File: config.mk
export PLATFORM = sky130hd
export DESIGN_NAME = spi_flash_reader
export DESIGN_NICKNAME = d
export VERILOG_FILES = /design/src/rtl/spi_flash_reader_pkg.sv /design/src/rtl/spi_flash_reader_sck.sv /design/src/rtl/spi_flash_reader.sv
export SDC_FILE = /design/constraint.sdc
export NUM_CORES = 1
export LEC_CHECK = 0
export ABC_AREA = 1
export CORE_MARGIN = 3
export CORE_UTILIZATION = 50
export CTS_BUF_LIST = sky130_fd_sc_hd__clkbuf_2 sky130_fd_sc_hd__clkbuf_4 sky130_fd_sc_hd__clkbuf_8
export DETAILED_ROUTE_END_ITERATION = 16
export GPL_ROUTABILITY_DRIVEN = 0
export PLACE_DENSITY = 0.72
export SYNTH_ARGS = -nofsm -noshare
export SYNTH_HDL_FRONTEND = slang
export SYNTH_SLANG_ARGS = --single-unit
export TNS_END_PERCENT = 10
File: constraint.sdc
create_clock -name i_clock -period 2.6 [get_ports i_clock]
set_input_delay 0.39 -clock i_clock [delete_from_list [all_inputs] [get_ports i_clock]]
set_output_delay 0.39 -clock i_clock [all_outputs]
set_load 0.02 [all_outputs]
File: src/rtl/spi_flash_reader_pkg.sv
`default_nettype none
// ============================================================================
// Module : spi_flash_reader_pkg
// Brief  : Shared state encoding, command constants and helpers for the reader.
// Rev    : 1.0
// ============================================================================
package spi_flash_reader_pkg;

  typedef enum logic [1:0] {
    IDLE = 2'd0,
    XFER = 2'd1,
    RESP = 2'd2
  } state_t;

  localparam logic [7:0] CMD_READ       = 8'h03;
  localparam int         XFER_BITS      = 64;
  localparam int         DATA_START_BIT = 32;

  // Serial bytes arrive address-ascending; the bus word is little-endian.
  function automatic logic [31:0] byte_swap(input logic [31:0] w);
    return {w[7:0], w[15:8], w[23:16], w[31:24]};
  endfunction

endpackage
`default_nettype wire

File: src/rtl/spi_flash_reader_sck.sv
`default_nettype none
// ============================================================================
// Module : spi_flash_reader_sck
// Brief  : Mode-0 SPI clock generator: DIV-cycle half periods, rise/fall strobes.
// Rev    : 1.0
// ============================================================================
module spi_flash_reader_sck #(
  parameter int DIV = 1
) (
  input  logic i_clock,
  input  logic i_reset,
  input  logic i_en,
  output logic o_sck,
  output logic o_rise,
  output logic o_fall
);

  localparam logic [7:0] c_last = 8'(DIV - 1);

  logic [7:0] r_phase;
  logic       r_sck;
  logic       w_wrap;

  // Strobes flag the cycle whose closing edge toggles sck.
  assign w_wrap = i_en && (r_phase == c_last);
  assign o_rise = w_wrap && !r_sck;
  assign o_fall = w_wrap && r_sck;
  assign o_sck  = r_sck;

  always_ff @(posedge i_clock) begin
    if (i_reset || !i_en) begin
      r_phase <= 8'd0;
      r_sck   <= 1'b0;
    end else if (w_wrap) begin
      r_phase <= 8'd0;
      r_sck   <= ~r_sck;
    end else begin
      r_phase <= r_phase + 8'd1;
    end
  end

endmodule
`default_nettype wire

File: src/rtl/spi_flash_reader.sv
`default_nettype none
// ============================================================================
// Module : spi_flash_reader
// Brief  : Single-word 03h READ SPI master; optional one-entry word cache
//          enabled by defining SPI_FLASH_READER_CACHE_EN.
// Rev    : 1.0
// ============================================================================
module spi_flash_reader
  import spi_flash_reader_pkg::*;
#(
  parameter int DIV = 1
) (
  input  logic        i_clock,
  input  logic        i_reset,
  input  logic        i_req_valid,
  output logic        o_req_ready,
  input  logic [23:0] i_req_addr,
  output logic        o_resp_valid,
  input  logic        i_resp_ready,
  output logic [31:0] o_resp_data,
  output logic        o_sck,
  output logic        o_ss,
  output logic        o_mosi,
  input  logic        i_miso
);

  localparam logic [5:0] c_last_bit   = 6'(XFER_BITS - 1);
  localparam logic [5:0] c_data_start = 6'(DATA_START_BIT);

  state_t      r_state;
  logic [31:0] r_tx;
  logic [31:0] r_rx;
  logic [5:0]  r_bit;
  logic        r_ss;
  logic        r_req_ready;
  logic        r_resp_valid;
  logic [31:0] r_resp_data;

  logic        w_rise;
  logic        w_fall;
  logic        w_accept;
  logic        w_hit;
  logic [31:0] w_hit_data;

`ifdef SPI_FLASH_READER_CACHE_EN
  logic        r_c_valid;
  logic [21:0] r_c_addr;
  logic [31:0] r_c_data;
  logic [21:0] r_addr;

  assign w_hit      = r_c_valid && (r_c_addr == i_req_addr[23:2]);
  assign w_hit_data = r_c_data;
`else
  assign w_hit      = 1'b0;
  assign w_hit_data = 32'd0;
`endif

  assign w_accept     = i_req_valid && r_req_ready;
  assign o_req_ready  = r_req_ready;
  assign o_resp_valid = r_resp_valid;
  assign o_resp_data  = r_resp_data;
  assign o_ss         = r_ss;
  assign o_mosi       = r_tx[31];

  spi_flash_reader_sck #(.DIV(DIV)) u_sck (
    .i_clock (i_clock),
    .i_reset (i_reset),
    .i_en    (r_state == XFER),
    .o_sck   (o_sck),
    .o_rise  (w_rise),
    .o_fall  (w_fall)
  );

  always_ff @(posedge i_clock) begin
    if (i_reset) begin
      r_state      <= IDLE;
      r_tx         <= 32'd0;
      r_rx         <= 32'd0;
      r_bit        <= 6'd0;
      r_ss         <= 1'b1;
      r_req_ready  <= 1'b0;
      r_resp_valid <= 1'b0;
      r_resp_data  <= 32'd0;
`ifdef SPI_FLASH_READER_CACHE_EN
      r_c_valid    <= 1'b0;
`endif
    end else begin
      case (r_state)
        IDLE: begin
          r_req_ready <= 1'b1;
          if (w_accept) begin
            r_req_ready <= 1'b0;
            if (w_hit) begin
              r_state      <= RESP;
              r_resp_valid <= 1'b1;
              r_resp_data  <= w_hit_data;
            end else begin
              r_state <= XFER;
              r_tx    <= {CMD_READ, i_req_addr & 24'hFFFFFC};
              r_bit   <= 6'd0;
              r_ss    <= 1'b0;
`ifdef SPI_FLASH_READER_CACHE_EN
              r_addr  <= i_req_addr[23:2];
`endif
            end
          end
        end
        XFER: begin
          if (w_rise && (r_bit >= c_data_start)) begin
            r_rx <= {r_rx[30:0], i_miso};
          end
          // Shifting on the fall starts the next bit's low phase; zeros follow the address.
          if (w_fall) begin
            r_tx  <= {r_tx[30:0], 1'b0};
            r_bit <= r_bit + 6'd1;
            if (r_bit == c_last_bit) begin
              r_state      <= RESP;
              r_ss         <= 1'b1;
              r_resp_valid <= 1'b1;
              r_resp_data  <= byte_swap(r_rx);
`ifdef SPI_FLASH_READER_CACHE_EN
              r_c_valid    <= 1'b1;
              r_c_addr     <= r_addr;
              r_c_data     <= byte_swap(r_rx);
`endif
            end
          end
        end
        RESP: begin
          if (i_resp_ready) begin
            r_state      <= IDLE;
            r_resp_valid <= 1'b0;
            r_req_ready  <= 1'b1;
          end
        end
        default: begin
          r_state <= IDLE;
        end
      endcase
    end
  end

endmodule
`default_nettype wire
==> qor.yml <==
ys_seq_elements: 114
rsz0062_at_grt: "false"
max_slew.worst_pin.slew_ps: 630.8
maxSlewHeadroom_pct: 57.95
drc: 0
cp_cell_sequence: "clkdlybuf4s50_1"
cts_buffers: 17
r2r_slack_ps: 790
synth_compound_area_share_pct: 3.519
ys_types: 30
synth_edf_count: 0
drv_slew: 0
syn-instance-count: 782
ant_nets: 0
synthArstFlopShare_pct: 0
fp.dieW_um: 106.8
drv_cap: 0
fin_crit_ps: 1955
holdWs_ps: 458.3
cp.required_ps: 2210
vdd_drop_max_v: 0.0003924
netlist_area_mm2: 0.005085
met1_usage_pct: 20.68
min_to: "u_sck.r_phase[0]$_SDFF_PP0_"
met3_usage_pct: 3.974
powerDensity_mw_per_mm2: 624.3
gr-usage-met2_pct: 32.87
fin_crit_sh_pct: 75.21
wl_um: 9847
synth_top_family_by_area: "simple AND/OR/NAND/NOR gates"
yosysTopAreaCell: "dfxtp_1"
holdCritStartpoint: "u_sck.r_phase[0]$_SDFF_PP0_"
crit-reg2reg-launch: "u_sck.r_phase[0]$_SDFF_PP0_"
start_kind: "flip-flop"
synth-adder-area-share_pct: 0.9843
rows: 36
clock_sinks: 114
grt_usage_pct: 18.14
io_pins: 66
die_h_um: 106.8
setup_viol: 0
cp_slowest_cell: "clkdlybuf4s50_1"
path_clk_slew_ps: 70
nets: 866
cts.path.max_buffers: 2
end_kind: "primary output"
coreArea_mm2: 0.009819
synth_top_area_share_pct: 44.88
cts_resized: 0
dpl.hpwl_um: 6165
yosysSeqAreaShare_pct: 44.88
cts_hold_buffers: 0
tns_ps: 0
insertion_delay_ps: 410
max_freq_ghz: 0.5114
cts-root-buf: "clkbuf_8"
hold_depth: 1
worstRegToRegCells: 9
yosys_warnings: 0
drive_gt1_share_pct: 6.028
antenna_found_initial: 0
postCtsSetupBuffers: 0
synth-xor-area-share_pct: 0.8612
critPathTopFamily: "buffers and inverters"
yosysMostFrequentCell: "nand2_1"
overflow: 0
r2r_end: "o_resp_data[1]$_SDFFE_PP0P_"
busiest_layer: "met2"
antenna_cells: 0
syn_to_final_growth_pct: 21.41
critical_path.max_fanout: 5
synth_nets: 815
grt_pass1_wl_um: 17230
drt_iter0_markers: 243
crit_buf_inv: 1
grt_max_degree: 65
vias: 4441
cp.depth: 1
yosys.area_share.simple_pct: 37.99
synth_ff_type: "dfxtp_1"
portBuffers: 63
slowest_delay_ps: 700
wl_per_cell_um: 10.06
nFillCells: 923
p_leak_nw: 3.198
tritoncts: "done"
cp.arrival_ps: 1570
crit_type: "flip-flop to primary output"
synthTopCellsByArea: "dfxtp_1 (45%), nand2_1 (16%), nor2_1 (15%)"
yosys-top-cells-count: "nand2_1 (217), nor2_1 (206), dfxtp_1 (114)"
dieArea_mm2: 0.01142
avgSynthCellArea_um2: 6.502
status: "completed"
drt_first_pass_iters: 4
grt_pass1_vias: 4150
start_util_pct: 51.78
hold_path_class: "flip-flop to flip-flop"
synthMuxAreaShare_pct: 0
hold_viol_final: 0
cts_htree_levels: 4
vias_per_cell: 4.536
final.setup_skew_ps: 10.16
==> routing by layer <==
layer	part of all wire (%)	wire, µm
met2	49	4796
met3	4.4	438
met1	46	4553
met5	0	0
met4	0.60	59
==> cell families after synthesis <==
kind of cell	count (synthesis)
flip-flops	114
AO/OA/AOI/OAI	35
XOR/XNOR	5
adder cells (fa/ha/maj)	4
AND/OR/NAND/NOR	480
buffers and inverters	144
==> sequential cells by signal (all words and copies together) (netlist names) <==
| register | cells |
|---|---|
| r_bit | 6 |
| o_ss | 1 |
| r_tx | 30 |
| o_resp_data | 32 |
| r_state | 2 |
| o_req_ready | 1 |
| u_sck.o_sck | 1 |
| u_sck.r_phase | 8 |
| o_resp_valid | 1 |
| r_rx | 32 |
==> stage by stage <==
step                total power, mW  instance area, µm²  util [%]  worst slack (ps)  instances
global placement              2.132                5747     58.52             588.8        947
finish                        3.854                6173     62.87             644.6        979
floorplan                     2.054                5085         -              1147        782
global route                  4.006                6173     62.87             527.7        979
detailed placement            2.141                5747     58.52             602.6        947
CTS                           3.890                6173     62.87             625.1        979
==> layout by cell type, fill, tap and decap left out, types with 3 or more instances in the layout <==
cell type | Yosys | final
a21oi_1 | 10 | 10
buf_4 | 0 | 6
bufinv_16 | 0 | 3
clkbuf_8 | 0 | 18
clkdlybuf4s50_1 | 0 | 63
clkinv_4 | 0 | 4
dfxtp_1 | 114 | 114
ha_1 | 4 | 4
inv_1 | 103 | 102
inv_2 | 3 | 4
nand2_1 | 217 | 217
nand3_1 | 42 | 42
nor2_1 | 206 | 206
o21ai_0 | 23 | 23
xor2_1 | 3 | 3
==> final cells by class <==
| type | instances | area [µm²] | area share, % |
|---|---|---|---|
| Sequential cell | 114 | 2282 | 36.97 |
| Multi-Input combinational cell | 524 | 2205 | 35.71 |
| Timing Repair Buffer | 70 | 695.7 | 11.27 |
| Inverter | 106 | 397.9 | 6.445 |
| Clock buffer | 18 | 247.7 | 4.013 |
| Clock inverter | 14 | 178.9 | 2.898 |
| Tap cell | 133 | 166.4 | 2.696 |
==> worst max path at each step <==
stage                                      from  slack [ps]                      endpoint
floorplan                 r_bit[0]$_SDFFE_PP0P_        1150  o_resp_data[23]$_SDFFE_PP0P_
global placement                        i_reset         590   u_sck.r_phase[5]$_SDFF_PP0_
global route        u_sck.r_phase[0]$_SDFF_PP0_         530   o_resp_data[0]$_SDFFE_PP0P_
CTS                    u_sck.o_sck$_SDFFE_PP0N_         630                         o_sck
detailed placement                      i_reset         600   u_sck.r_phase[5]$_SDFF_PP0_
finish                 u_sck.o_sck$_SDFFE_PP0N_         640                         o_sck
==> power breakdown <==
part	total (mW)	internal [mW]	switching, mW
Combinational	0.293	0.121	0.172
Clock	1.75	0.988	0.764
Sequential	1.81	1.79	0.0180
Total	3.85	2.90	0.954
Note: power is estimated with default switching activity, not from simulation.
